File: src/rtl/coeffs_cdc_pkg.sv
// Shared types and limits for the coefficient CDC link.
package coeffs_cdc_pkg;

    typedef enum logic [1:0] {
        IDLE         = 2'd0,
        REQ          = 2'd1,
        WAIT_ACK_LOW = 2'd2
    } hs_state_t;

    localparam int NSYNC_MIN = 2;

endpackage

File: src/rtl/coeffs_hs_tx_sync_ff.sv
// Single-bit multi-flop synchroniser; the first stage is the only one that may go metastable.
module sync_ff #(
    parameter int NSTG = 2
) (
    input  logic i_clock,
    input  logic i_reset,
    input  logic i_d,
    output logic o_q
);

    logic [NSTG-1:0] stg_r;

    // Shift the asynchronous input through the flop chain.
    always_ff @(posedge i_clock or posedge i_reset) begin
        if (i_reset) begin
            stg_r <= {NSTG{1'b0}};
        end else begin
            stg_r <= {stg_r[NSTG-2:0], i_d};
        end
    end

    assign o_q = stg_r[NSTG-1];

endmodule

File: src/rtl/coeffs_hs_tx.sv
// Source side of the coefficient CDC link: latest-wins pending buffer feeding a 4-phase req/ack handshake.
// Optional build macro COEFFS_TX_PARITY_EN adds o_parity (even parity of o_data).
module coeffs_hs_tx
    import coeffs_cdc_pkg::*;
#(
    parameter int NB     = 8,
    parameter int NSYNC  = 2,
    parameter int NB_CNT = 8
) (
    input  logic              i_clock,
    input  logic              i_reset,
    input  logic [NB-1:0]     i_coeffs,
    input  logic              i_valid,
    input  logic              i_ack,
    output logic              o_req,
    output logic [NB-1:0]     o_data,
    output logic              o_busy,
`ifdef COEFFS_TX_PARITY_EN
    output logic              o_parity,
`endif
    output logic [NB_CNT-1:0] o_drop_cnt
);

    localparam int              NSYNC_EFF = (NSYNC < NSYNC_MIN) ? NSYNC_MIN : NSYNC;
    localparam logic [NB_CNT-1:0] DROP_MAX = {NB_CNT{1'b1}};
    localparam logic [NB_CNT-1:0] DROP_ONE = {{(NB_CNT-1){1'b0}}, 1'b1};

    function automatic logic even_par(input logic [NB-1:0] v);
        even_par = ^v;
    endfunction

    hs_state_t          state_r, state_nx_s;
    logic [NB-1:0]      pend_r, pend_nx_s;
    logic               pend_v_r, pend_v_nx_s;
    logic               req_r, req_nx_s;
    logic [NB-1:0]      data_r, data_nx_s;
    logic [NB_CNT-1:0]  drop_cnt_r, drop_cnt_nx_s;
    logic               launch_s;
    logic               ack_s;

    sync_ff #(.NSTG(NSYNC_EFF)) u_ack_sync (
        .i_clock (i_clock),
        .i_reset (i_reset),
        .i_d     (i_ack),
        .o_q     (ack_s)
    );

    // Handshake sequencing: a new req only launches from IDLE, so ack must be seen low first.
    always_comb begin
        state_nx_s = state_r;
        req_nx_s   = req_r;
        data_nx_s  = data_r;
        launch_s   = 1'b0;
        case (state_r)
            IDLE: begin
                if (pend_v_r) begin
                    launch_s   = 1'b1;
                    req_nx_s   = 1'b1;
                    data_nx_s  = pend_r;
                    state_nx_s = REQ;
                end else begin
                    req_nx_s   = 1'b0;
                end
            end
            REQ: begin
                if (ack_s) begin
                    req_nx_s   = 1'b0;
                    state_nx_s = WAIT_ACK_LOW;
                end else begin
                    req_nx_s   = 1'b1;
                end
            end
            WAIT_ACK_LOW: begin
                req_nx_s = 1'b0;
                if (!ack_s) begin
                    state_nx_s = IDLE;
                end else begin
                    state_nx_s = WAIT_ACK_LOW;
                end
            end
            default: begin
                req_nx_s   = 1'b0;
                state_nx_s = IDLE;
            end
        endcase
    end

    // Pending buffer and drop counting; an update only counts as dropped if the old one was not launched.
    always_comb begin
        pend_nx_s     = pend_r;
        pend_v_nx_s   = pend_v_r;
        drop_cnt_nx_s = drop_cnt_r;
        if (i_valid) begin
            pend_nx_s   = i_coeffs;
            pend_v_nx_s = 1'b1;
        end else if (launch_s) begin
            pend_v_nx_s = 1'b0;
        end else begin
            pend_v_nx_s = pend_v_r;
        end
        if (i_valid && pend_v_r && !launch_s && (drop_cnt_r != DROP_MAX)) begin
            drop_cnt_nx_s = drop_cnt_r + DROP_ONE;
        end else begin
            drop_cnt_nx_s = drop_cnt_r;
        end
    end

    // State and output registers.
    always_ff @(posedge i_clock or posedge i_reset) begin
        if (i_reset) begin
            state_r    <= IDLE;
            pend_r     <= {NB{1'b0}};
            pend_v_r   <= 1'b0;
            req_r      <= 1'b0;
            data_r     <= {NB{1'b0}};
            drop_cnt_r <= {NB_CNT{1'b0}};
        end else begin
            state_r    <= state_nx_s;
            pend_r     <= pend_nx_s;
            pend_v_r   <= pend_v_nx_s;
            req_r      <= req_nx_s;
            data_r     <= data_nx_s;
            drop_cnt_r <= drop_cnt_nx_s;
        end
    end

`ifdef COEFFS_TX_PARITY_EN
    logic parity_r;

    // Parity is registered alongside o_data so both change on the same edge.
    always_ff @(posedge i_clock or posedge i_reset) begin
        if (i_reset) begin
            parity_r <= 1'b0;
        end else begin
            parity_r <= even_par(data_nx_s);
        end
    end

    assign o_parity = parity_r;
`endif

    assign o_req      = req_r;
    assign o_data     = data_r;
    assign o_drop_cnt = drop_cnt_r;
    assign o_busy     = (state_r != IDLE) | pend_v_r;

endmodule

File: config.mk
export PLATFORM = sky130hd
export DESIGN_NAME = coeffs_hs_tx
export DESIGN_NICKNAME = d
export VERILOG_FILES = /design/src/rtl/coeffs_cdc_pkg.sv /design/src/rtl/coeffs_hs_tx_sync_ff.sv /design/src/rtl/coeffs_hs_tx.sv
export SDC_FILE = /design/constraint.sdc
export NUM_CORES = 1
export LEC_CHECK = 0
export CORE_ASPECT_RATIO = 2
export CORE_MARGIN = 5
export CORE_UTILIZATION = 41
export DETAILED_ROUTE_END_ITERATION = 16
export DONT_BUFFER_PORTS = 1
export PLACE_DENSITY_LB_ADDON = 0.2
export SETUP_SLACK_MARGIN = 0.4
export SYNTH_ARGS = -nofsm -noshare
export SYNTH_HDL_FRONTEND = slang
export SYNTH_SLANG_ARGS = --single-unit
File: constraint.sdc
create_clock -name i_clock -period 3.37 [get_ports i_clock]
set_input_delay 0.337 -clock i_clock [delete_from_list [all_inputs] [get_ports i_clock]]
set_output_delay 0.337 -clock i_clock [all_outputs]
set_load 0.1 [all_outputs]
==> results.sh, run 1 <==
export IMPL_synth_distinct_cells=27
export IMPL_wl_per_cell_um=18.05
export IMPL_clock_latency_ps=280
export IMPL_clock_skew_ps=3.663
export IMPL_cts_hold_buf=0
export IMPL_crit_type="register to register"
export IMPL_cts_buffers=5
export IMPL_drive_gt1_frac=0.3366
export IMPL_fin_crit_sh=0.6752
export IMPL_hp_class="primary input to register"
export IMPL_crit_path_top_delay_cell="dfrtp_1"
export IMPL_r2r_start="o_drop_cnt[2]"
export IMPL_cts_tree="yes"
export IMPL_grt_max_degree=31
export IMPL_track_usage=0.1192
export IMPL_drc=0
export IMPL_cts_resized=0
export IMPL_antenna_found_initial=0
export IMPL_grt_pass1_vias=802
export IMPL_async_flop_share=1.000
export IMPL_cts_htree_levels=2
export IMPL_crit_fanout=5
export IMPL_initial_core_util=0.4227
export IMPL_end_kind="register"
export IMPL_grt_ovfl_total=0
export IMPL_cp_start_kind="register"
export IMPL_ys_flop_type="dfrtp_1"
export IMPL_yosys_top_cells_area="dfrtp_1 (60%), mux2_2 (19%), buf_4 (1.8%)"
export IMPL_synth_area_um2=1259
export IMPL_die_width_um=49.18
export IMPL_post_cts_repair_setup_buffers=0
export IMPL_row_count=28
export IMPL_cp_slowest_stage_delay_ps=980
export IMPL_dr_pass1_iters=5
export IMPL_syn_inst=93
export IMPL_timing_rr_end="o_drop_cnt[7]"
export IMPL_status="completed"
export IMPL_min_period_ps=2275
export IMPL_clkSlewWorstSetupHoldPaths_ps=60
export IMPL_synth_edf_count=0
export IMPL_fmaxAchievable_ghz=0.4395
export IMPL_rrSetupSlack_ps=1090
export IMPL_yosysMostFrequentCell="dfrtp_1"
export IMPL_cts_sinks=30
export IMPL_rsz0062_at_grt="no"
export IMPL_maxSlewHeadroom=0.2824
export IMPL_hold_path_depth=0
export IMPL_die_area_um2=4346
export IMPL_report_final_slew_viol_count=0
export IMPL_detailed_place_hpwl_um=1756
export IMPL_synth_commonest_cells="dfrtp_1 (30), mux2_2 (21), nand2_1 (6)"
export IMPL_setup_viol=0
export IMPL_yosysTopAreaCellShare=0.5964
export IMPL_ys_seq_area_frac=0.5964
export IMPL_root_buffer="clkbuf_8"
export IMPL_path_cells="nand4_1, nor4_1, mux2_2"
export IMPL_min_to="u_ack_sync.stg_r[0]"
export IMPL_drv_cap=0
export IMPL_nets=113
export IMPL_path_buf_inv=0
export IMPL_gp_congestion=0.7824
export IMPL_r2r_cells=3
export IMPL_hold_violations=0
export IMPL_grt_pass1_wl_um=3801
export IMPL_tns_ps=0
export IMPL_startpoint="o_drop_cnt[2]"
export IMPL_area_growth_synth_to_final_pct=10.54
export IMPL_fill_cells=269
export IMPL_num_vias=747
export IMPL_core_area_um2=2978
export IMPL_drtIter0Drc=19
export IMPL_io_buffers=0
export IMPL_synth_fp_nets=106
export IMPL_ys_seq_elements=30
export IMPL_yosys_area_top_type="dfrtp_1"
export IMPL_synth_area_per_cell_um2=13.53
export IMPL_postRouteWirelength_um=2364
export IMPL_crit_required_ps=3530
export IMPL_cp_arrival_ps=2440
export IMPL_die_h_um=88.36
export IMPL_ys_warn_count=0
export IMPL_vias_per_cell=5.702
export IMPL_num_antenna_cells=0
export IMPL_tightest_slew_ps=1075
export IMPL_hp_start="i_ack"
export IMPL_critPathTopFamily="flip-flops"
export IMPL_ant_nets=0
export IMPL_clock_path_buffers=2
export IMPL_io_pins=30
==> area by class of cell <==
cell class              count  area, µm²  share of cell area
flip-flops and latches     30      750.7              0.5396
multi-input cells          58      478.0              0.3435
clock buffers               6      82.58             0.05935
well taps                  30      37.54             0.02698
repair buffers              3      22.52             0.01619
clock inverters             2      12.51            0.008993
inverters                   2      7.507            0.005396
==> metal layers <==
| metal | vias up | routed length, µm | global-route usage |
|---|---|---|---|
| met1 | 369 | 780 | 0.1061 |
| met5 | - | 0 | 0 |
| li1 | 346 | - | - |
| met4 | 0 | 62 | 0.07353 |
| met2 | 26 | 1371 | 0.2174 |
| met3 | 6 | 150 | 0.04722 |
==> cells by family (layout without fill, tap and decap cells) <==
family,count (synthesis),in the layout,synth area share
AOI/OAI and AO/OA,10,10,0.05666
and+or+nand+nor,24,24,0.1113
xor gates and xnor gates,2,2,0.01392
adders and majority gates,1,1,0.009939
DFF,30,30,0.5964
buffers and inverters,5,13,0.02386
muxes,21,21,0.1879
==> worst reg2reg max path: stages, from the launching register on <==
cell and delay (ps):
dfrtp_1 980, nand4_1 370, nor4_1 440, mux2_2 380
==> cells in the final DEF (no fill, tap or decap), types with 2 or more instances in the layout <==
cell type | netlist | final
dfrtp_1 | 30 | 30
nand2b_1 | 3 | 3
mux2_2 | 21 | 21
a211oi_1 | 2 | 2
nand4_1 | 2 | 2
nor2_1 | 2 | 2
clkbuf_8 | 0 | 6
nor3_1 | 2 | 2
o21ai_0 | 2 | 2
buf_4 | 3 | 3
and2_1 | 2 | 2
inv_1 | 2 | 2
nand2_1 | 6 | 6
nand3_1 | 2 | 2
==> stage by stage <==
step | hold slack (ps) | utilization | setup slack (ps) | area [µm²] | std cells
after floorplan | 331.2 | - | 1173 | 1259 | 93
after global placement | 335.1 | 0.4353 | 1150 | 1296 | 123
after detailed placement | 341.0 | 0.4353 | 1123 | 1296 | 123
after CTS | 71.52 | 0.4672 | 1119 | 1391 | 131
after global routing | 59.82 | 0.4672 | 1049 | 1391 | 131
final | 82.82 | 0.4672 | 1095 | 1391 | 131
==> registers in the layout, indices dropped and copies added (netlist names) <==
name	flops
o_data	8
o_drop_cnt	8
pend_r	8
pend_v_r	1
o_req	1
u_ack_sync.stg_r	2
state_r	2
==> how the worst max path moves through the flow <==
stage / end / slack, ps / depth (start not counted)
after global placement: o_drop_cnt[7] / 1150 / 3
after CTS: o_drop_cnt[7] / 1120 / 3
after detailed placement: o_drop_cnt[7] / 1120 / 3
after floorplan: o_drop_cnt[1] / 1170 / 4
final: o_drop_cnt[7] / 1090 / 3
after global routing: o_drop_cnt[7] / 1050 / 3
Power of run 1 is not shown: default switching activity piles up to over one toggle a cycle in this logic, so the estimate is an artifact.
==> inputs of run 2 (changes only) <==
==> constraint.sdc (replaced) <==
create_clock -name i_clock -period 2.2 [get_ports i_clock]
set_input_delay 0.22 -clock i_clock [delete_from_list [all_inputs] [get_ports i_clock]]
set_output_delay 0.22 -clock i_clock [all_outputs]
set_load 0.1 [all_outputs]
==> results.sh, run 2 (same netlist as run 1, synthesis figures left out) <==
export IMPL_gp_congestion=0.7424
export IMPL_fill_cells=278
export IMPL_wl_per_cell_um=17.20
export IMPL_report_final_slew_viol_count=0
export IMPL_end_kind="output port"
export IMPL_route_met2_wl_um=1344
export IMPL_hp_class="primary input to register"
export IMPL_critPathTopFamily="flip-flops"
export IMPL_maxSlewHeadroom=0.3879
export IMPL_drtIter0Drc=9
export IMPL_drive_gt1_frac=0.4414
export IMPL_crit_path_top_delay_cell="dfrtp_1"
export IMPL_nets=123
export IMPL_antenna_found_initial=0
export IMPL_io_buffers=0
export IMPL_seq_area_um2=765.7
export IMPL_die_width_um=49.18
export IMPL_multiInputGateArea_um2=478.0
export IMPL_die_h_um=88.36
export IMPL_final_common_cell="dfrtp_1"
export IMPL_root_buffer="clkbuf_8"
export IMPL_hold_violations=0
export IMPL_setup_viol=0
export IMPL_initial_core_util=0.4227
export IMPL_postRouteWirelength_um=2425
export IMPL_dr_pass1_iters=4
export IMPL_io_pins=30
export IMPL_fin_area_um2=1483
export IMPL_min_period_ps=1616
export IMPL_crit_fanout=8
export IMPL_area_growth_synth_to_final_pct=17.79
export IMPL_track_usage=0.1275
export IMPL_drv_cap=0
export IMPL_rsz0062_at_grt="no"
export IMPL_wl_met3_um=197
export IMPL_tightest_slew_ps=918.2
export IMPL_grt_ovfl_total=0
export IMPL_cp_start_kind="register"
export IMPL_clkSlewWorstSetupHoldPaths_ps=70
export IMPL_clock_skew_ps=5.046
export IMPL_grt_pass1_wl_um=4222
export IMPL_path_buf_inv=1
export IMPL_dp_cells=131
export IMPL_cts_buffers=5
export IMPL_vias_per_cell=5.546
export IMPL_placed_area_um2=1371
export IMPL_status="completed"
export IMPL_ant_nets=0
export IMPL_final_cell_mix="dfrtp_1 (22), mux2_2 (21), buf_4 (11)"
export IMPL_clock_path_buffers=2
export IMPL_detailed_place_hpwl_um=1791
export IMPL_clock_latency_ps=280
export IMPL_row_count=28
export IMPL_cp_slowest_stage_delay_ps=490
export IMPL_drc=0
export IMPL_grt_pass1_vias=884
export IMPL_num_antenna_cells=0
export IMPL_startpoint="state_r[1]"
export IMPL_wl_met1_um=817
export IMPL_core_area_um2=2978
export IMPL_stdcell_count=141
export IMPL_cts_tree="yes"
export IMPL_r2r_start="o_drop_cnt[1]"
export IMPL_final_util=0.4979
export IMPL_die_area_um2=4346
export IMPL_cts_htree_levels=2
export IMPL_num_vias=782
export IMPL_fin_crit_sh=0.7345
export IMPL_highest_layer="met4"
export IMPL_path_cells="or3_1, buf_4"
export IMPL_fmaxAchievable_ghz=0.6188
export IMPL_tns_ps=0
export IMPL_grt_max_degree=18
export IMPL_cp_arrival_ps=1400
export IMPL_crit_required_ps=1980
export IMPL_crit_type="register to output port"
export IMPL_cts_sinks=30
export IMPL_hp_start="i_valid"
## run 2: cell count changes in the layout (fill, tap and decap cells not counted), sizes merged
| cell | delta |
|---|---|
| clkinvlp | -1 |
| clkbuf | +1 |
| buf | +8 |
| dlygate4sd3 | +2 |
## run 2: layout make-up
cell class / instances / share of cell area
well taps: 30 / 0.02532
repair buffers: 13 / 0.06920
flip-flops and latches: 30 / 0.5165
clock inverters: 1 / 0.003376
inverters: 2 / 0.005063
clock buffers: 7 / 0.05823
multi-input cells: 58 / 0.3224
## run 2: what timing repair did
item,in CTS,in global routing
endpoints found under the hold margin,14,0
resized for setup,0,0
hold buffers,2,0
buffers inserted,0,0
## run 2: layer usage
metal  GRT usage  up-vias
met2      0.2150       27
met5           0        -
li1            -      365
met1      0.1239      384
met4     0.08333        0
met3     0.05565        6
## run 2: through the flow
stage          setup WS [ps]  hold WS [ps]
2_1_floorplan          446.3         251.4
3_3_place_gp           666.7         179.4
3_5_place_dp           642.4         192.8
4_1_cts                572.7         48.22
5_1_grt                460.2         57.90
6_report               584.1         50.60
## run 2: worst paths after layout
| kind | to | slack [ps] | cells after the start |
|---|---|---|---|
| worst max-delay path | o_busy | 580 | 2 |
| worst min register to register | u_ack_sync.stg_r[1] | 350 | 0 |
| max in group asynchronous | o_data[6] | 1130 | 3 |
| worst min-delay path | pend_v_r | 50 | 1 |
| min in group asynchronous | pend_v_r | 440 | 2 |
| worst max register to register | o_drop_cnt[1] | 650 | 4 |
Power of run 2 is left out for the same reason.
==> inputs of run 3 (changes only) <==
==> constraint.sdc (replaced) <==
create_clock -name i_clock -period 1.4 [get_ports i_clock]
set_input_delay 0.14 -clock i_clock [delete_from_list [all_inputs] [get_ports i_clock]]
set_output_delay 0.14 -clock i_clock [all_outputs]
set_load 0.1 [all_outputs]
==> results.sh, run 3 (same netlist as run 1, synthesis figures left out) <==
export IMPL_cts_sinks=30
export IMPL_clock_skew_ps=9.778
export IMPL_final_cell_mix="buf_12 (17), buf_4 (15), mux2_4 (12)"
export IMPL_ant_nets=0
export IMPL_grt_pass1_vias=1015
export IMPL_cp_arrival_ps=1300
export IMPL_hp_class="primary input to register"
export IMPL_crit_type="register to output port"
export IMPL_hold_violations=0
export IMPL_die_area_um2=4346
export IMPL_num_vias=931
export IMPL_fin_area_um2=2207
export IMPL_initial_core_util=0.4227
export IMPL_row_count=28
export IMPL_detailed_place_hpwl_um=1779
export IMPL_cp_start_kind="register"
export IMPL_gp_congestion=0.7457
export IMPL_dr_pass1_iters=3
export IMPL_hold_path_depth=1
export IMPL_hp_start="i_coeffs[5]"
export IMPL_rsz0062_at_grt="yes"
export IMPL_drtIter0Drc=14
export IMPL_drc=0
export IMPL_nets=159
export IMPL_core_area_um2=2978
export IMPL_fmaxAchievable_ghz=0.6929
export IMPL_vias_per_cell=5.260
export IMPL_io_pins=30
export IMPL_placed_area_um2=1567
export IMPL_r2r_cells=4
export IMPL_area_growth_synth_to_final_pct=75.35
export IMPL_violations="negative setup slack"
export IMPL_timing_rr_end="o_drop_cnt[5]"
export IMPL_report_final_slew_viol_count=0
export IMPL_r2r_start="o_drop_cnt[0]"
export IMPL_drive_gt1_frac=0.7143
export IMPL_clock_latency_ps=280
export IMPL_end_kind="output port"
export IMPL_startpoint="state_r[0]"
export IMPL_track_usage=0.1548
export IMPL_io_buffers=0
export IMPL_tightest_slew_ps=375.2
export IMPL_wl_per_cell_um=18.56
export IMPL_crit_fanout=2
export IMPL_crit_required_ps=1260
export IMPL_cts_buffers=5
export IMPL_min_period_ps=1443
export IMPL_status="finished, violations left"
export IMPL_cp_slowest_stage_delay_ps=510
export IMPL_setup_viol=4
export IMPL_cts_htree_levels=2
export IMPL_drv_cap=0
export IMPL_die_h_um=88.36
export IMPL_grt_pass1_wl_um=4954
export IMPL_grt_ovfl_total=0
export IMPL_postRouteWirelength_um=3285
export IMPL_rrSetupSlack_ps=-30
export IMPL_path_cells="buf_6, or3_4"
export IMPL_final_common_cell="buf_12"
export IMPL_pre_cts_ws_ps=18.03
export IMPL_grt_max_degree=31
export IMPL_min_to="pend_r[5]"
export IMPL_critPathTopFamily="simple AND/OR/NAND/NOR gates"
export IMPL_root_buffer="clkbuf_8"
export IMPL_fin_crit_sh=1.031
export IMPL_path_buf_inv=1
export IMPL_clkSlewWorstSetupHoldPaths_ps=50
export IMPL_setup_ws_ps=-43.13
export IMPL_die_width_um=49.18
export IMPL_maxSlewHeadroom=0.7499
export IMPL_clock_path_buffers=2
export IMPL_cts_tree="yes"
export IMPL_crit_path_top_delay_cell="or3_4"
export IMPL_num_antenna_cells=0
export IMPL_antenna_found_initial=0
-- run 3: cell count changes in the layout (fill, tap and decap cells not counted), sizes merged --
cell / change
dlygate4sd3: +6
buf: +30
clkinv: -1
clkbuf: +1
-- run 3: routing by layer --
metal  track usage  up-vias  wire length [µm]
met5             0        -                 0
met4       0.08824        0                88
met2        0.2714       29              1903
met3       0.05565        7               144
met1        0.1545      455              1149
li1              -      440                 -
-- run 3: worst reg2reg max path: cells and delay by family, from the launching register on --
kind	cells	cell delay, ps
buffers and inverters	1	210
flip-flops	1	450
multiplexers	1	320
AND/OR/NAND/NOR	2	350
-- run 3: per-stage QoR --
step	util	setup TNS (ps)	hold WS, ps	cells
floorplan	-	-636.0	171.4	93
global placement	0.5261	0	121.7	142
detailed placement	0.5261	0	132.2	142
CTS	0.6740	-74.96	1.998	159
global route	0.7412	-299.4	0.5153	177
finish	0.7412	-98.05	16.12	177
-- run 3: cell type report --
class	count	area, µm²
clock buffers	8	90.09
fillers	199	770.7
inverters	2	7.507
multi-input cells	58	639.4
flip-flops and latches	30	798.3
well taps	30	37.54
repair buffers	49	634.4
-- run 3: what timing repair did --
item                                   4_1_cts  5_1_grt
hold buffers                                 3        5
gates resized for setup                     64       13
endpoints found under the hold margin       32        5
setup endpoints to repair                   37       37
pin swaps                                    7       10
buffers inserted                             6       13
-- run 3: how the worst max path moves through the flow --
stage / endpoint / depth (start not counted)
3_3_place_gp: o_drop_cnt[7] / 3
4_1_cts: o_busy / 2
3_5_place_dp: o_drop_cnt[7] / 3
2_1_floorplan: o_drop_cnt[1] / 4
6_report: o_busy / 2
5_1_grt: o_busy / 2
Power of run 3 is left out for the same reason.
